### config.mk
export PLATFORM = sky130hd
export DESIGN_NAME = uart_char_receiver
export DESIGN_NICKNAME = d
export VERILOG_FILES = /design/src/rtl/uart_char_receiver.sv
export SDC_FILE = /design/constraint.sdc
export NUM_CORES = 1
export LEC_CHECK = 0
export ABC_AREA = 0
export CAP_MARGIN = 0
export CELL_PAD_IN_SITES_DETAIL_PLACEMENT = 2
export CELL_PAD_IN_SITES_GLOBAL_PLACEMENT = 2
export CORE_UTILIZATION = 39
export CTS_CLUSTER_SIZE = 30
export DETAILED_ROUTE_END_ITERATION = 10
export PLACE_DENSITY_LB_ADDON = 0.1
export SLEW_MARGIN = 10
export SYNTH_ARGS = -nofsm -noshare
export SYNTH_HDL_FRONTEND = slang
export SYNTH_SLANG_ARGS = --single-unit
### constraint.sdc
create_clock -name clk -period 2.7 [get_ports clk]
set_input_delay 0.54 -clock clk [delete_from_list [all_inputs] [get_ports clk]]
set_output_delay 0.54 -clock clk [all_outputs]
set_load 0.02 [all_outputs]
### src/rtl/uart_char_receiver.sv
// uart_char_receiver: 8N1 UART deserialiser driving cout/we for the character feeder.
// Define UART_PARITY_EN for 8E1 frames with a parity_err pulse output.
module uart_char_receiver #(
  parameter int CLK_HZ     = 100000000,
  parameter int BAUD       = 9600,
  parameter int OVERSAMPLE = 16
) (
  input  logic       clk,
  input  logic       reset,
  input  logic       rx,
  output logic [7:0] cout,
  output logic       we,
  output logic       frame_err,
`ifdef UART_PARITY_EN
  output logic       parity_err,
`endif
  output logic       busy
);
  localparam int DIV = CLK_HZ / (BAUD * OVERSAMPLE);
  localparam int TW  = $clog2(DIV + 1);
  localparam int SW  = $clog2(OVERSAMPLE + 1);
  typedef enum logic [2:0] {IDLE, START, DATA, PARITY, STOP, BREAK} state_t;
  state_t state, state_n;
  logic r1, rs, rs_d;
  logic [TW-1:0] tcnt;
  logic [SW-1:0] scnt;
  logic [2:0] idx;
  logic [7:0] shift;
  logic run, tick, samp, we_n, ferr_n;
`ifdef UART_PARITY_EN
  logic pbad, perr_n;
`endif
  assign run  = state inside {START, DATA, PARITY, STOP};
  assign tick = run && tcnt == TW'(DIV - 1);
  // START samples half a bit in; later states sample a full bit after the previous sample
  assign samp = tick && scnt == (state == START ? SW'(OVERSAMPLE / 2 - 1) : SW'(OVERSAMPLE - 1));
  always_ff @(posedge clk or posedge reset)
    if (reset) state <= IDLE;
    else state <= state_n;
  always_comb begin
    state_n = state;
    case (state)
      IDLE:   if (!rs && rs_d) state_n = START;
      START:  if (samp) state_n = rs ? IDLE : DATA;
`ifdef UART_PARITY_EN
      DATA:   if (samp && idx == 3'd7) state_n = PARITY;
      PARITY: if (samp) state_n = STOP;
`else
      DATA:   if (samp && idx == 3'd7) state_n = STOP;
`endif
      STOP:   if (samp) state_n = rs ? IDLE : BREAK;
      BREAK:  if (rs) state_n = IDLE;
      default: state_n = IDLE;
    endcase
  end
  always_comb begin
`ifdef UART_PARITY_EN
    we_n   = state == STOP && samp && rs && !pbad;
    perr_n = state == STOP && samp && rs && pbad;
`else
    we_n   = state == STOP && samp && rs;
`endif
    ferr_n = state == STOP && samp && !rs;
    busy   = state != IDLE;
  end
  always_ff @(posedge clk or posedge reset)
    if (reset) begin
      {rs_d, rs, r1} <= 3'b111;
      tcnt      <= '0;
      scnt      <= '0;
      idx       <= '0;
      shift     <= '0;
      cout      <= '0;
      we        <= 1'b0;
      frame_err <= 1'b0;
`ifdef UART_PARITY_EN
      pbad       <= 1'b0;
      parity_err <= 1'b0;
`endif
    end else begin
      {rs_d, rs, r1} <= {rs, r1, rx};
      tcnt <= (!run || tick) ? '0 : tcnt + 1'b1;
      scnt <= (!run || samp) ? '0 : tick ? scnt + 1'b1 : scnt;
      idx  <= state != DATA ? '0 : samp ? idx + 1'b1 : idx;
      if (state == DATA && samp) shift <= {rs, shift[7:1]};
      if (we_n) cout <= shift;
      we        <= we_n;
      frame_err <= ferr_n;
`ifdef UART_PARITY_EN
      if (state == PARITY && samp) pbad <= ^shift ^ rs;
      parity_err <= perr_n;
`endif
    end
endmodule

==> results.cfg <==
[pwr]
p_leak_nw = 1.00
vdd_drop_max_uv = 327
powerDensity_mw_per_mm2 = 607

[worst_setup_path]
critPathLaunchType = flop
crit_family = simple AND/OR/NAND/NOR gates
r2r_cells = 5
crit_chain = ha_1 -> nor4bb_1 -> mux2i_1 -> or3_1 -> mux2_4
cp_data_required_time_ns = 2.88
cpMaxStageDelayCell = or3_1
path_class = flop to flop
cp-end-kind = flop
worst-path-max-fanout = 8
arrival_ns = 2.50
worst-path-stages = 5
slowest_delay_ns = 0.64
worstPathBufferInverterCount = 0

[yosys]
avgSynthCellArea_um2 = 11.8
synthCells = 163
synth.yosys.seq_area_share_pct = 54.8
yosysWarnings = 0
ys_ff_latch = 42
syn_area_mm2 = 0.00193
synth_cell_types = 34
syn-num-nets = 171

[sta]
rsz0062_at_grt = no
hold_viol_final = 0
finalWorstSetupSlack_ns = 0.383
slew_headroom_pct = 63.3
fin_tns_setup_ns = 0
min_period_ns = 2.32
finalCritPeriodShare_pct = 85.8
fmax_mhz = 432
finalMaxSlewViolations = 0
setup_viol = 0
fin_skew_ns = 0.00734
tightest_slew_ns = 0.551

[placed_design]
dp.cells = 243
hpwl_um = 3190
portBuffers = 13
place_area_mm2 = 0.00214
place.gp.congestion = 0.743
place_ws_ns = 0.379

[detailed_routing]
ant_nets = 0
drt-total-wl_um = 4360
initialDrtViolationCount = 42
wl_per_cell_um = 17.4
num_vias = 1314
drc = 0
viasPerCell = 5.24
drtPass1Iterations = 4

[floorplan]
die_y_um = 72.3
rows = 25
fp.dieW_um = 72.3
ioPinCount = 14
start_util_pct = 40.8
dieArea_mm2 = 0.00522
core_mm2 = 0.00472

[min_path]
hold_depth = 0
hold_class = flop to flop

[clocking]
cts_resized = 0
clk_pin_slew_ns = 0.08
cts.sinks = 42
cts_tree = yes
cts-htree-levels = 2
insertion_delay_ns = 0.29
cts_setup_buffers = 0
numCtsBuffers = 5
ctsHoldBuffers = 0
clk_path_buf_depth = 2
cts_root_buffer = clkbuf_8

[status]
status = finished, final reports clean

[cells_and_area]
final_common_cell = dfrtp_1
nets = 191
layout_common_cells = dfrtp_1 (39), nor2_1 (17), clkdlybuf4s50_1 (13)
layout.cells.non_filler = 251
drive_above_1_share_pct = 18.5
fin_area_mm2 = 0.00225
areaGrowthSynthToFinish_pct = 16.8
antenna_cells = 0

[flow_run]
cap_violations = 0

[global_route]
grt_pass1_vias = 1516
antenna_found_initial = 0
grt.total_usage_pct = 19.2
grt_overflow = 0
grt_max_degree = 43
grt_pass1_wl_um = 7600
## power by group
| part | internal (mW) | switching [mW] | leakage [nW] |
|---|---|---|---|
| combinational | 0.0614 | 0.0927 | 0.383 |
| sequential | 0.671 | 0.0502 | 0.566 |
| clock | 0.276 | 0.213 | 0.0514 |
## final timing paths
| kind | endpoint | start | slack (ns) |
|---|---|---|---|
| max | cout[1] | scnt[0] | 0.38 |
| min | rs | r1 | 0.37 |
| max reg2reg | cout[1] | scnt[0] | 0.38 |
| min reg2reg | rs | r1 | 0.37 |
| max in group asynchronous | rs_d | reset | 1.64 |
| min in group asynchronous | tcnt[4] | reset | 0.69 |
## through the flow
stage | total power [mW] | hold WS [ns] | util (%)
floorplan | 0.842 | 0.345 | -
global route | 1.44 | 0.375 | 47.6
detailed placement | 0.895 | 0.361 | 45.3
CTS | 1.39 | 0.373 | 47.6
finish | 1.36 | 0.370 | 47.6
global placement | 0.876 | 0.356 | 45.3
## sequential cells by signal, summed over array words and instances, names as in the netlist
register   count
frame_err      1
shift          8
tcnt          10
rs             1
rs_d           1
idx            3
state          3
we             1
r1             1
cout           8
scnt           5
## layer usage
layer / track usage (%) / vias up / share of wire [%]
li1: - / 612 / -
met1: 23.0 / 677 / 42
met2: 34.4 / 23 / 55
met3: 4.31 / 2 / 2.7
met4: 5.66 / 0 / 0.34
met5: 0 / - / 0
## final cells by class
class                           instances  area, um^2
Sequential cell                        42        1050
Inverter                                3        11.3
Multi-Input combinational cell        114         828
Clock buffer                            6        72.6
Clock inverter                          2        37.5
Timing Repair Buffer                   17         160
Fill cell                             475        2470
Tap cell                               67        83.8
## kinds of logic after synthesis
kind of cell	after synthesis	share of synthesized area (%)
muxes	18	12.0
xor gates and xnor gates	12	5.46
adders and majority gates	5	3.25
buffers and inverters	7	2.21
AOI/OAI and AO/OA	13	3.96
DFF	42	54.8
and+or+nand+nor	66	18.3
## cell usage after synthesis
| master | count | share of area, % |
|---|---|---|
| a21oi_1 | 4 | 1.0 |
| a22o_1 | 1 | 0.45 |
| a31oi_1 | 1 | 0.33 |
| and2_1 | 1 | 0.33 |
| and4b_1 | 1 | 0.52 |
| buf_2 | 1 | 0.26 |
| buf_6 | 2 | 1.2 |
| clkbuf_1 | 1 | 0.19 |
| dfrtp_1 | 39 | 51 |
| dfstp_2 | 3 | 4.1 |
| ha_1 | 5 | 3.2 |
| inv_1 | 3 | 0.58 |
| mux2_2 | 9 | 5.3 |
| mux2_4 | 8 | 6.2 |
| mux2i_1 | 1 | 0.52 |
| nand2_1 | 10 | 1.9 |
| nand3_1 | 12 | 3.1 |
| nand3b_1 | 1 | 0.39 |
| nand4b_1 | 1 | 0.45 |
| nand4bb_1 | 1 | 0.58 |
| nor2_1 | 17 | 3.3 |
| nor3_1 | 8 | 2.1 |
| nor3_2 | 1 | 0.52 |
| nor3b_2 | 1 | 0.65 |
| nor4_1 | 4 | 1.3 |
| nor4bb_1 | 2 | 1.0 |
| o211ai_1 | 1 | 0.39 |
| o21ai_0 | 5 | 1.3 |
| o221ai_1 | 1 | 0.45 |
| or2_0 | 1 | 0.33 |
| or3_1 | 4 | 1.3 |
| or3b_2 | 1 | 0.45 |
| xnor2_1 | 10 | 4.5 |
| xor2_1 | 2 | 0.91 |
(Power assumes the default switching activity.)
